### src/rtl/led_bank_arbiter_if.sv
// led_bank_arbiter_if
// Bundles the requester-side and LED-side signals of the LED bank arbiter.
// The requesters (master) drive req/pat/duty. The arbiter (slave) drives
// the grant, owner, LED bus and status outputs.
interface led_bank_arbiter_if #(
  parameter int NREQ  = 4,
  parameter int PWM_W = 4
);
  localparam int OW = $clog2(NREQ);

  logic [NREQ-1:0]   req;
  logic [8*NREQ-1:0] pat;
  logic [PWM_W-1:0]  duty;

  logic [NREQ-1:0]   gnt;
  logic [OW-1:0]     owner;
  logic [7:0]        leds;
  logic              busy;
  logic              slot_done;

  modport master (
    output req, pat, duty,
    input  gnt, owner, leds, busy, slot_done
  );

  modport slave (
    input  req, pat, duty,
    output gnt, owner, leds, busy, slot_done
  );
endinterface

### src/rtl/led_bank_arbiter.sv
// led_bank_arbiter
// Time-multiplexes the shared 8-LED bank among NREQ pattern requesters.
// Grants are round-robin, each slot lasts DWELL cycles unless the owner
// drops its request. The pattern is latched at grant time and drives the
// LED pins from a register.
// Optional feature macro: LED_BANK_PWM_EN enables global PWM dimming of
// the LED bus through the duty input. Without it, duty is ignored.
module led_bank_arbiter #(
  parameter int NREQ    = 4,
  parameter int DWELL_W = 16,
  parameter int DWELL   = 1000,
  parameter int PWM_W   = 4
) (
  input logic clk,
  input logic rst,
  led_bank_arbiter_if.slave bus
);
  localparam int OW = $clog2(NREQ);

  typedef enum logic {IDLE, HOLD} state_t;

  state_t              state_q;
  logic [NREQ-1:0]     gnt_q;
  logic [OW-1:0]       owner_q;
  logic [OW-1:0]       last_q;
  logic [7:0]          leds_q;
  logic [7:0]          patLatch_q;
  logic                busy_q;
  logic                slotDone_q;
  logic [DWELL_W-1:0]  dwellCnt_q;

  logic                anyReq;
  logic                slotEnd;
  logic                lit;
  logic [7:0]          litMask;
  logic                found_d;
  logic [OW-1:0]       win_d;
  logic [7:0]          winPat_d;

  assign anyReq  = |bus.req;
  assign litMask = {8{lit}};

  // A slot ends on timeout or when the owner lets go of its request;
  // both on the same edge are still one slot end.
  assign slotEnd = (state_q == HOLD) &&
                   ((dwellCnt_q == '0) || !bus.req[owner_q]);

  // Round-robin search starting just after the last owner, so the last
  // owner is considered only after every other requester.
  always_comb begin
    int idx;
    logic [OW-1:0] cand;
    found_d  = 1'b0;
    win_d    = '0;
    winPat_d = '0;
    idx      = 0;
    cand     = '0;
    for (int k = 1; k <= NREQ; k++) begin
      idx = int'(last_q) + k;
      if (idx >= NREQ) begin
        idx = idx - NREQ;
      end
      cand = OW'(idx);
      if (!found_d && bus.req[cand]) begin
        found_d  = 1'b1;
        win_d    = cand;
        winPat_d = bus.pat[{cand, 3'b000} +: 8];
      end
    end
  end

`ifdef LED_BANK_PWM_EN
  logic [PWM_W-1:0] pwmCnt_q;

  // Free-running brightness counter, cleared only by reset.
  always_ff @(posedge clk) begin
    if (rst) begin
      pwmCnt_q <= '0;
    end else begin
      pwmCnt_q <= pwmCnt_q + 1'b1;
    end
  end

  assign lit = (pwmCnt_q < bus.duty);
`else
  logic unusedDuty;
  assign unusedDuty = ^bus.duty;
  assign lit        = 1'b1;
`endif

  // Slot FSM: arbitration, dwell counting and all registered outputs.
  always_ff @(posedge clk) begin
    if (rst) begin
      state_q    <= IDLE;
      gnt_q      <= '0;
      owner_q    <= '0;
      last_q     <= OW'(NREQ - 1);
      leds_q     <= '0;
      patLatch_q <= '0;
      busy_q     <= 1'b0;
      slotDone_q <= 1'b0;
      dwellCnt_q <= '0;
    end else begin
      slotDone_q <= slotEnd;
      if ((state_q == IDLE) || slotEnd) begin
        if (found_d) begin
          state_q    <= HOLD;
          gnt_q      <= NREQ'(1) << win_d;
          owner_q    <= win_d;
          last_q     <= win_d;
          patLatch_q <= winPat_d;
          leds_q     <= winPat_d & litMask;
          dwellCnt_q <= DWELL_W'(DWELL - 1);
          busy_q     <= 1'b1;
        end else begin
          state_q <= IDLE;
          gnt_q   <= '0;
          leds_q  <= '0;
          busy_q  <= 1'b0;
        end
      end else begin
        dwellCnt_q <= dwellCnt_q - 1'b1;
        leds_q     <= patLatch_q & litMask;
      end
    end
  end

  assign bus.gnt       = gnt_q;
  assign bus.owner     = owner_q;
  assign bus.leds      = leds_q;
  assign bus.busy      = busy_q;
  assign bus.slot_done = slotDone_q;

endmodule

### src/flat_wrapper.sv
// flat-port wrapper written by rule: the top's interface ports become plain ports
module led_bank_arbiter_flat 
#(
  parameter int NREQ    = 4,
  parameter int DWELL_W = 16,
  parameter int DWELL   = 1000,
  parameter int PWM_W   = 4
)
  (clk, rst, bus_req, bus_pat, bus_duty, bus_gnt, bus_owner, bus_leds, bus_busy, bus_slot_done);
  led_bank_arbiter_if #(.NREQ(NREQ), .PWM_W(PWM_W)) bus_i ();
  input logic clk;
  input logic rst;
  input wire logic [$bits(bus_i.req)-1:0] bus_req;
  input wire logic [$bits(bus_i.pat)-1:0] bus_pat;
  input wire logic [$bits(bus_i.duty)-1:0] bus_duty;
  output wire logic [$bits(bus_i.gnt)-1:0] bus_gnt;
  output wire logic [$bits(bus_i.owner)-1:0] bus_owner;
  output wire logic [$bits(bus_i.leds)-1:0] bus_leds;
  output wire logic [$bits(bus_i.busy)-1:0] bus_busy;
  output wire logic [$bits(bus_i.slot_done)-1:0] bus_slot_done;
  assign bus_i.req = bus_req;
  assign bus_i.pat = bus_pat;
  assign bus_i.duty = bus_duty;
  assign bus_gnt = bus_i.gnt;
  assign bus_owner = bus_i.owner;
  assign bus_leds = bus_i.leds;
  assign bus_busy = bus_i.busy;
  assign bus_slot_done = bus_i.slot_done;
  led_bank_arbiter #(.NREQ(NREQ), .DWELL_W(DWELL_W), .DWELL(DWELL), .PWM_W(PWM_W)) u_core (.clk(clk), .rst(rst), .bus(bus_i));
endmodule
### config.mk
export PLATFORM = sky130hd
export DESIGN_NAME = led_bank_arbiter_flat
export DESIGN_NICKNAME = d
export VERILOG_FILES = /design/src/rtl/led_bank_arbiter_if.sv /design/src/rtl/led_bank_arbiter.sv /design/src/flat_wrapper.sv
export SDC_FILE = /design/constraint.sdc
export NUM_CORES = 1
export LEC_CHECK = 0
export BUFFER_PORTS_ARGS = -buffer_cell sky130_fd_sc_hd__buf_2
export CAP_MARGIN = 30
export CORE_MARGIN = 5
export CORE_UTILIZATION = 51
export CTS_CLUSTER_DIAMETER = 50
export CTS_CLUSTER_SIZE = 8
export DETAILED_ROUTE_END_ITERATION = 7
export GPL_ROUTABILITY_DRIVEN = 0
export PLACE_DENSITY = 0.77
export SYNTH_ARGS = -nofsm -noshare
export SYNTH_HDL_FRONTEND = slang
export SYNTH_SLANG_ARGS = --single-unit
### constraint.sdc
create_clock -name clk -period 2.13 [get_ports clk]
set_input_delay 0.1065 -clock clk [delete_from_list [all_inputs] [get_ports clk]]
set_output_delay 0.1065 -clock clk [all_outputs]
set_load 0.02 [all_outputs]
== Yosys cells after proc, flatten, opt, wreduce, memory -nomap -nowiden ==
Index checks and enable logic that the tools add are counted.

* Mux-type cells: 32
* Shift operators: 5
* Bitwise logic cells: 1
* Reduce and logical (&&, ||, !) cells: 12
* $lt $le $gt $ge: 9
* Equal/unequal tests: 1
* Add/sub/neg operators: 9

{| class="wikitable"
|+ Operator list
! cell !! number
|-
| variable part select 32 x 6 -> 8 bit || 4
|-
| 2-to-1 mux 8 bit || 6
|-
| 2-to-1 mux 16 bit || 2
|-
| logical NOT 16 bit || 1
|-
| 2-to-1 mux 2 bit || 8
|-
| subtractor 16 x 1 -> 16 bit, second input constant || 1
|-
| less-than comparator 2 x 3 -> 1 bit, second input constant || 5
|-
| binary-select mux 1 bit (select 2 bit) || 5
|-
| 2-to-1 mux 1 bit || 10
|-
| >= comparator 3 bit, second input constant || 3
|-
| subtractor 2 x 1 -> 2 bit, second input constant || 4
|-
| adder 2 x 2 -> 3 bit, second input constant || 2
|-
| adder 2 x 3 -> 4 bit, second input constant || 1
|-
| >= comparator 4 x 3 -> 1 bit, second input constant || 1
|-
| logical AND 1 bit || 4
|-
| logical NOT 1 bit || 4
|-
| 2-to-1 mux 4 bit || 1
|-
| << shifter 1 x 2 -> 4 bit, first input constant || 1
|-
| adder 2 x 1 -> 3 bit, second input constant || 1
|-
| logical OR 1 bit || 2
|-
| inequality test 2 x 1 -> 1 bit, second input constant || 1
|-
| AND reduction 2 bit || 1
|-
| NOT 1 bit || 1
|}

* Register bits after elaboration: 42
* Word-level logic and storage cells: 77

== Logic depth before layout (Yosys ltp) ==
Gate-level depths: netlist of the first run.

* Depth after elaboration: 17
* Mapped depth: 9
* Gate-level depth less buffers: 7

== Worst setup path before layout of the first run ==
OpenSTA, ideal clock, no wires.

* Path type: register to register
* Start: register u_core.dwellCnt_q[0]
* End: register u_core.dwellCnt_q[13]
* Path buffers: 1
* Data arrival time: 2.053 ns
* Setup slack: 0.016 ns
* Period minus slack after synthesis: 2.114 ns
* Cell stages (with the launch flop): 9
* Required time: 2.069 ns
* Cell sequence: dfxtp_1 inv_1 ha_1 nor4b_1 and4_1 clkbuf_1 or4_4 or4_1 nand2_1

* Word-level cells in the longest chain between the ends: 5

{| class="wikitable"
|+ Ends and longest elaborated chain
! what !! line !! text
|-
| start, declared || led_bank_arbiter.sv:30 || <nowiki>logic [DWELL_W-1:0] dwellCnt_q;</nowiki>
|-
| start signal, assigned || led_bank_arbiter.sv:113 || <nowiki>dwellCnt_q <= DWELL_W'(DWELL - 1);</nowiki>
|-
| start signal, assigned || led_bank_arbiter.sv:122 || <nowiki>dwellCnt_q <= dwellCnt_q - 1'b1;</nowiki>
|-
| parallel branches: the longest is 5 deep, another holds subtractor 16 x 1 -> 16 bit || -- ||
|}

Parallel ways; which one is timed is not known.
A chain may end at the register's enable or synchronous reset.

== Worst setup path in the final report of the first run ==
* Start: register u_core.owner_q[0] (netlist: u_core.bus.owner[0])
* End: register u_core.dwellCnt_q[13]

* Word-level cells in the longest chain between the ends: 7

{| class="wikitable"
|+ Ends and longest elaborated chain
! what !! line !! text
|-
| start, declared || led_bank_arbiter.sv:24 || <nowiki>logic [OW-1:0] owner_q;</nowiki>
|-
| start signal, assigned || led_bank_arbiter.sv:109 || <nowiki>owner_q <= win_d;</nowiki>
|-
| binary-select mux 1 bit (select 2 bit) (*) || led_bank_arbiter.sv:46 || <nowiki>((dwellCnt_q == '0) || !bus.req[owner_q]);</nowiki>
|-
| 2-to-1 mux 1 bit (not written as such) (*) || led_bank_arbiter.sv:46 ||
|-
| logical NOT 1 bit (*) || led_bank_arbiter.sv:46 ||
|-
| logical OR 1 bit (*) || led_bank_arbiter.sv:46 ||
|-
| logical AND 1 bit (*) || led_bank_arbiter.sv:45 || <nowiki>assign slotEnd = (state_q == HOLD) &&</nowiki>
|-
| logical OR 1 bit (*) || led_bank_arbiter.sv:105 || <nowiki>if ((state_q == IDLE) || slotEnd) begin</nowiki>
|-
| inequality test 2 x 1 -> 1 bit (no source line) or 2-to-1 mux 16 bit (tied branches) || -- ||
|}

Every way passes the cells marked *; elsewhere a longest branch is shown, timed or not. The select of a mux whose other input is x is not followed.

==> results of run 1 <==
==> how the worst max path moves through the flow <==
stage                          from               endpoint  slack [ps]
4_1_cts        u_core.dwellCnt_q[7]   u_core.patLatch_q[3]          70
5_1_grt        u_core.dwellCnt_q[9]   u_core.patLatch_q[2]           2
6_report        u_core.bus.owner[0]  u_core.dwellCnt_q[13]         120
2_1_floorplan  u_core.dwellCnt_q[0]  u_core.dwellCnt_q[13]          20
3_3_place_gp   u_core.dwellCnt_q[1]   u_core.patLatch_q[3]          70
3_5_place_dp   u_core.dwellCnt_q[1]   u_core.patLatch_q[3]          -2
==> through the flow <==
step	hold WS (ps)	std cells	power, mW	setup TNS, ps
6_report	189.6	491	2.595	0
5_1_grt	195.5	491	2.765	0
4_1_cts	186.2	489	2.591	0
3_5_place_dp	461.6	481	2.066	-2.220
3_3_place_gp	443.0	481	2.032	0
2_1_floorplan	281.8	350	1.729	0
==> power groups by stage <==
stage	logic, mW	clock network (mW)	registers, mW
final	1.08	0.525	0.989
after CTS	1.07	0.538	0.987
after floorplan	0.681	0	1.05
after detailed placement	1.06	0	1.00
after global routing	1.18	0.579	1.00
after global placement	1.03	0	0.999
==> worst max-delay path, cell delays in order (launching register included) <==
cell and delay (ps):
dfxtp_1 430, mux2i_1 140, o22a_2 330, or4_4 570
or4_1 420, nand2_1 80
==> layout by cell type (no fill, tap or decap), drive strengths merged, types with 4 or more instances in the layout <==
cell / Yosys / final
buf: 16 / 81
a21oi: 7 / 7
a311oi: 4 / 4
nand3: 9 / 9
o21ai: 9 / 9
clkbuf: 7 / 7
mux2: 16 / 16
nor3: 10 / 10
inv: 16 / 16
o2111ai: 9 / 9
o41ai: 9 / 9
a211oi: 6 / 6
nor2b: 5 / 5
nor2: 51 / 51
mux2i: 20 / 20
a22oi: 8 / 8
dfxtp: 42 / 42
or4b: 8 / 8
mux4: 9 / 9
nor4: 4 / 4
nand2: 30 / 30
o211ai: 10 / 10
==> logic make-up after synthesis <==
kind of cell / synth area share, %
AO/OA/AOI/OAI: 20.59
flip-flops: 27.68
AND/OR/NAND/NOR: 25.66
multiplexers: 19.32
XOR/XNOR: 0.2884
buffers and inverters: 6.054
adder cells (fa/ha/maj): 0.4118
==> per-layer routing <==
layer  vias up  routed length (um)
met5         -                   0
met4         0                 113
met3        13                 498
met2        91                4020
met1      1436                3547
li1       1458                   -
==> timing repair <==
item	4_1_cts	5_1_grt
buffers inserted	0	2
pin swaps	0	3
hold buffers	0	0
cloned	0	0
resized for setup	1	4
setup endpoints to repair	7	16
==> layout make-up <==
type | count | area [um2] | area share (%)
clock inverters | 1 | 5.005 | 0.1376
inverters | 16 | 60.06 | 1.652
repair buffers | 81 | 513.0 | 14.11
flip-flops and latches | 42 | 843.3 | 23.19
well taps | 75 | 93.84 | 2.581
clock buffers | 7 | 86.33 | 2.374
multi-input cells | 269 | 2034 | 55.95
==> registers in the layout, indices dropped and copies added, names as in the netlist <==
| register | flops |
|---|---|
| u_core.last_q | 2 |
| u_core.bus.leds | 8 |
| u_core.patLatch_q | 8 |
| u_core.bus.gnt | 4 |
| u_core.dwellCnt_q | 16 |
| u_core.state_q | 1 |
| u_core.bus.slot_done | 1 |
| u_core.bus.owner | 2 |
==> results.py, run 1 <==
metrics = {
    "timing": {
        "slew_headroom_pct": 65.58,
        "skew_ps": 9.022,
        "min_period_over_period_pct": 94.38,
        "drv_slew": 0,
        "finalWorstSetupSlack_ps": 119.6,
        "tightest_slew_ps": 512.8,
        "max_freq_ghz": 0.4974,
        "rsz0062_at_grt": "true",
        "period_minus_slack_ps": 2010,
        "hold_violations": 0,
        "setup_violations": 0,
    },
    "layout": {
        "drive_gt1_share_pct": 32.69,
        "num-fill-cells": 515,
        "nNetsFinal": 458,
        "insertedDiodeCount": 0,
        "syn_to_final_growth_pct": 19.69,
        "post-route-util_pct": 62.15,
        "fin_area_um2": 3636,
    },
    "yosys": {
        "ys_seq_area_share_pct": 27.68,
        "synthesis.area_um2": 3038,
        "avgSynthCellArea_um2": 8.680,
        "ys_ff_latch": 42,
        "syn-num-nets": 393,
        "synth_cell_type_count": 64,
        "synth.top_cell.area_share_pct": 27.68,
        "synthMostInstantiatedCell": "nor2_1",
        "syn_inst": 350,
        "synth_edf_count": 0,
        "synth-main-ff-cell": "dfxtp_1",
        "synth_warnings": 0,
        "async_reset_ff_share_pct": 0,
        "netlist_top_cells_area": "dfxtp_1 (28%), mux4_2 (6.7%), nor2_1 (6.3%)",
        "synth_top_area_cell": "dfxtp_1",
        "synth_commonest_cells": "nor2_1 (51), dfxtp_1 (42), nand2_1 (30)",
    },
    "routing": {
        "post_drt_wl_per_cell_um": 16.66,
        "vias": 2998,
        "ant_nets": 0,
        "route.detailed.drc": 0,
        "drt_iter0_markers": 173,
        "first_pass_iters": 4,
        "viasPerCell": 6.106,
        "wl_mm": 8.180,
    },
    "status": {
        "status": "complete, no violations",
    },
    "placement": {
        "numPortBuffers": 53,
        "dp_hpwl_mm": 6.112,
        "placed_cell_area_um2": 3507,
        "pre_cts_ws_ps": -2.220,
    },
    "floorplan": {
        "rows": 28,
        "core_area_um2": 5851,
        "dieHeight_um": 87.18,
        "die_width_um": 87.18,
        "die-area_um2": 7600,
        "top_level_ports": 58,
        "initial_core_util_pct": 51.92,
    },
    "cts": {
        "cts_sinks": 42,
        "cts_tree": "done",
        "clk_pin_slew_worst_paths_ps": 80,
        "cts-root-buf": "clkbuf_8",
        "cts.htree.levels": 2,
        "clock_path_buffers": 2,
        "clock_latency_ps": 290,
        "cts_buffers": 5,
    },
    "pwr": {
        "power.share.clock_pct": 20.2,
        "p_seq_share_pct": 38.1,
        "net-switching-power_uw": 940.6,
        "power_density_nw_per_um2": 713.7,
        "p_int_mw": 1.655,
        "pwr-share-comb_pct": 41.7,
        "peakVddDrop_uv": 511.7,
        "swShare_pct": 36.24,
        "leakage_nw": 1.562,
    },
    "grt": {
        "grt_overflow": 0,
        "grt_max_degree": 37,
        "grt.busiest_layer": "met2",
        "grt_pass1_wl_mm": 13.76,
        "grtUsageMet2_pct": 37.68,
        "antenna_found_initial": 0,
        "grtUsageMet1_pct": 28.65,
        "grt_pass1_vias": 3011,
        "met3_usage_pct": 4.447,
        "track_usage_pct": 22.20,
    },
    "hold_path": {
        "whs_path_depth": 2,
        "hold_path.class": "input port to flop",
        "min_to": "u_core.dwellCnt_q[5]",
        "min_from": "rst",
    },
    "critical_path": {
        "required_ps": 2370,
        "r2r_end": "u_core.dwellCnt_q[13]",
        "cp-start-kind": "flop",
        "critPathMaxFanout": 9,
        "r2r-start": "u_core.bus.owner[0]",
        "ff2ff_setup_slack_ps": 120,
        "critPathKind": "flop to flop",
        "critPathCaptureType": "flop",
        "arrival_ps": 2250,
        "r2r_cells": 5,
    },
    "job": {
        "cap_violations": 0,
    },
}
(Power assumes the default switching activity.)
==> run 2: changes to the inputs <==
Settings changed: CELL_PAD_IN_SITES_DETAIL_PLACEMENT set to 1, CELL_PAD_IN_SITES_GLOBAL_PLACEMENT set to 2, CORE_UTILIZATION 51 to 30, CTS_CLUSTER_SIZE 8 to 40, PLACE_DENSITY 0.77 to unset, PLACE_DENSITY_LB_ADDON set to 0.1.
==> results.py, run 2 (synthesis gave the netlist of run 1 again) <==
metrics = {
    "cts": {
        "cts.htree.levels": 2,
        "clock_path_buffers": 2,
        "cts_tree": "done",
        "clk_pin_slew_worst_paths_ps": 80,
        "cts_buffers": 5,
        "postCtsSetupRepairBufs": 0,
        "cts-root-buf": "clkbuf_8",
        "clock_latency_ps": 300,
        "cts_hold_buf": 0,
        "cts_sinks": 42,
    },
    "grt": {
        "track_usage_pct": 15.38,
        "grt_overflow": 0,
        "grt_pass1_wl_mm": 15.82,
        "grt_max_degree": 42,
        "antenna_found_initial": 0,
        "grt_pass1_vias": 3097,
    },
    "layout": {
        "multi_input_area_um2": 2049,
        "layout.cells.non_filler": 558,
        "syn_to_final_growth_pct": 26.24,
        "mostFrequentLayoutCell": "buf_2",
        "seqCellArea_um2": 845.8,
        "drive_gt1_share_pct": 34.82,
        "insertedDiodeCount": 0,
        "largest_register_ffs": 16,
        "num-fill-cells": 1189,
        "final_cell_mix": "buf_2 (53), nor2_1 (51), dfxtp_1 (40), buf_4 (31), nand2_1 (30)",
        "regMostFlops": "u_core.dwellCnt_q",
        "fin_area_um2": 3835,
        "nNetsFinal": 467,
    },
    "routing": {
        "post_drt_wl_per_cell_um": 16.94,
        "route.detailed.drc": 0,
        "vias": 2967,
        "first_pass_iters": 4,
        "wl_mm": 9.454,
        "ant_nets": 0,
        "viasPerCell": 5.317,
        "drt_iter0_markers": 88,
    },
    "timing": {
        "tightest_slew_ps": 591.1,
        "max_freq_ghz": 0.4928,
        "hold_violations": 0,
        "skew_ps": 5.930,
        "setup_violations": 0,
        "min_period_over_period_pct": 95.26,
        "drv_slew": 0,
        "slew_headroom_pct": 60.38,
        "rsz0062_at_grt": "false",
        "period_minus_slack_ps": 2029,
    },
    "critical_path": {
        "critical-path-top-delay-family": "simple AND/OR/NAND/NOR gates",
        "crit_buf_inv": 1,
        "cp_slowest_cell": "or4_4",
        "cp-start-kind": "flop",
        "critPathMaxFanout": 5,
        "path_cells": "inv_1, ha_1, nor4b_4, and4_4, or4_4, or4_1, nand2_1",
        "critPathKind": "flop to flop",
        "critPathCaptureType": "flop",
        "required_ps": 2380,
        "crit_path_max_incr_delay_ps": 520,
        "ff2ff_setup_slack_ps": 100,
        "arrival_ps": 2280,
    },
    "hold_path": {
        "hold_path.class": "input port to flop",
    },
    "floorplan": {
        "die_width_um": 110.6,
        "die-area_um2": 12240,
        "dieHeight_um": 110.6,
        "top_level_ports": 58,
        "core_area_um2": 9819,
        "rows": 36,
        "initial_core_util_pct": 30.94,
    },
    "placement": {
        "placedCellCount": 549,
        "dp_hpwl_mm": 7.275,
        "numPortBuffers": 53,
        "placed_cell_area_um2": 3667,
    },
    "pwr": {
        "leakage_nw": 1.631,
        "peakVddDrop_uv": 251.7,
        "power_density_nw_per_um2": 691.9,
    },
    "status": {
        "status": "complete, no violations",
    },
    "job": {
        "cap_violations": 0,
    },
}
[run 2: repair_timing]
action / 4_1_cts / 5_1_grt
cloned: 0 / 1
hold endpoints to repair: 0 / 0
pin swaps: 0 / 3
setup endpoints to repair: 19 / 24
gates resized for setup: 3 / 10
[run 2: area by class of cell]
class	instances	area share (%)
clock buffers	7	2.251
clock inverters	1	0.1305
inverters	16	1.566
multi-input cells	269	53.44
flip-flops and latches	42	22.06
well taps	133	4.339
repair buffers	90	16.22
[run 2: routing by layer]
metal	share of wire, %	vias to the layer above	GRT usage (%)
met5	0	-	0
met4	0.90	0	3.202
met3	2.3	6	2.899
met2	50	33	26.90
met1	47	1442	19.67
li1	-	1486	-
[run 2: path summary, 6_finish.rpt]
check / end / startpoint / depth (start not counted)
worst max-delay path: u_core.dwellCnt_q[13] / u_core.dwellCnt_q[0] / 7
worst min-delay path: u_core.dwellCnt_q[5] / rst / 2
worst max register to register: u_core.dwellCnt_q[13] / u_core.dwellCnt_q[0] / 7
worst min register to register: u_core.bus.gnt[1] / u_core.bus.gnt[1] / 2
[run 2: worst reg2reg max path: stages (launching register included)]
cell and delay (ps):
dfxtp_1 340, inv_1 50, ha_1 220, nor4b_4 150, and4_4 220, or4_4 520
or4_1 410, nand2_1 80
[run 2: per-stage QoR]
step	setup TNS (ps)	setup WS, ps	utilization (%)	power, mW	hold slack, ps
finish	0	101.0	39.05	2.653	197.9
global route	0	0.4901	39.05	2.852	222.5
CTS	0	19.84	38.39	2.672	195.6
detailed placement	-241.1	-44.59	37.35	2.105	445.0
global placement	0	5.973	37.35	2.090	433.7
floorplan	0	16.18	-	1.729	281.8
[run 2: where the power goes]
group	internal [mW]	switching, mW	leakage [nW]
clock network	0.262	0.282	0.0482
registers	0.903	0.0758	0.347
logic	0.519	0.611	1.24
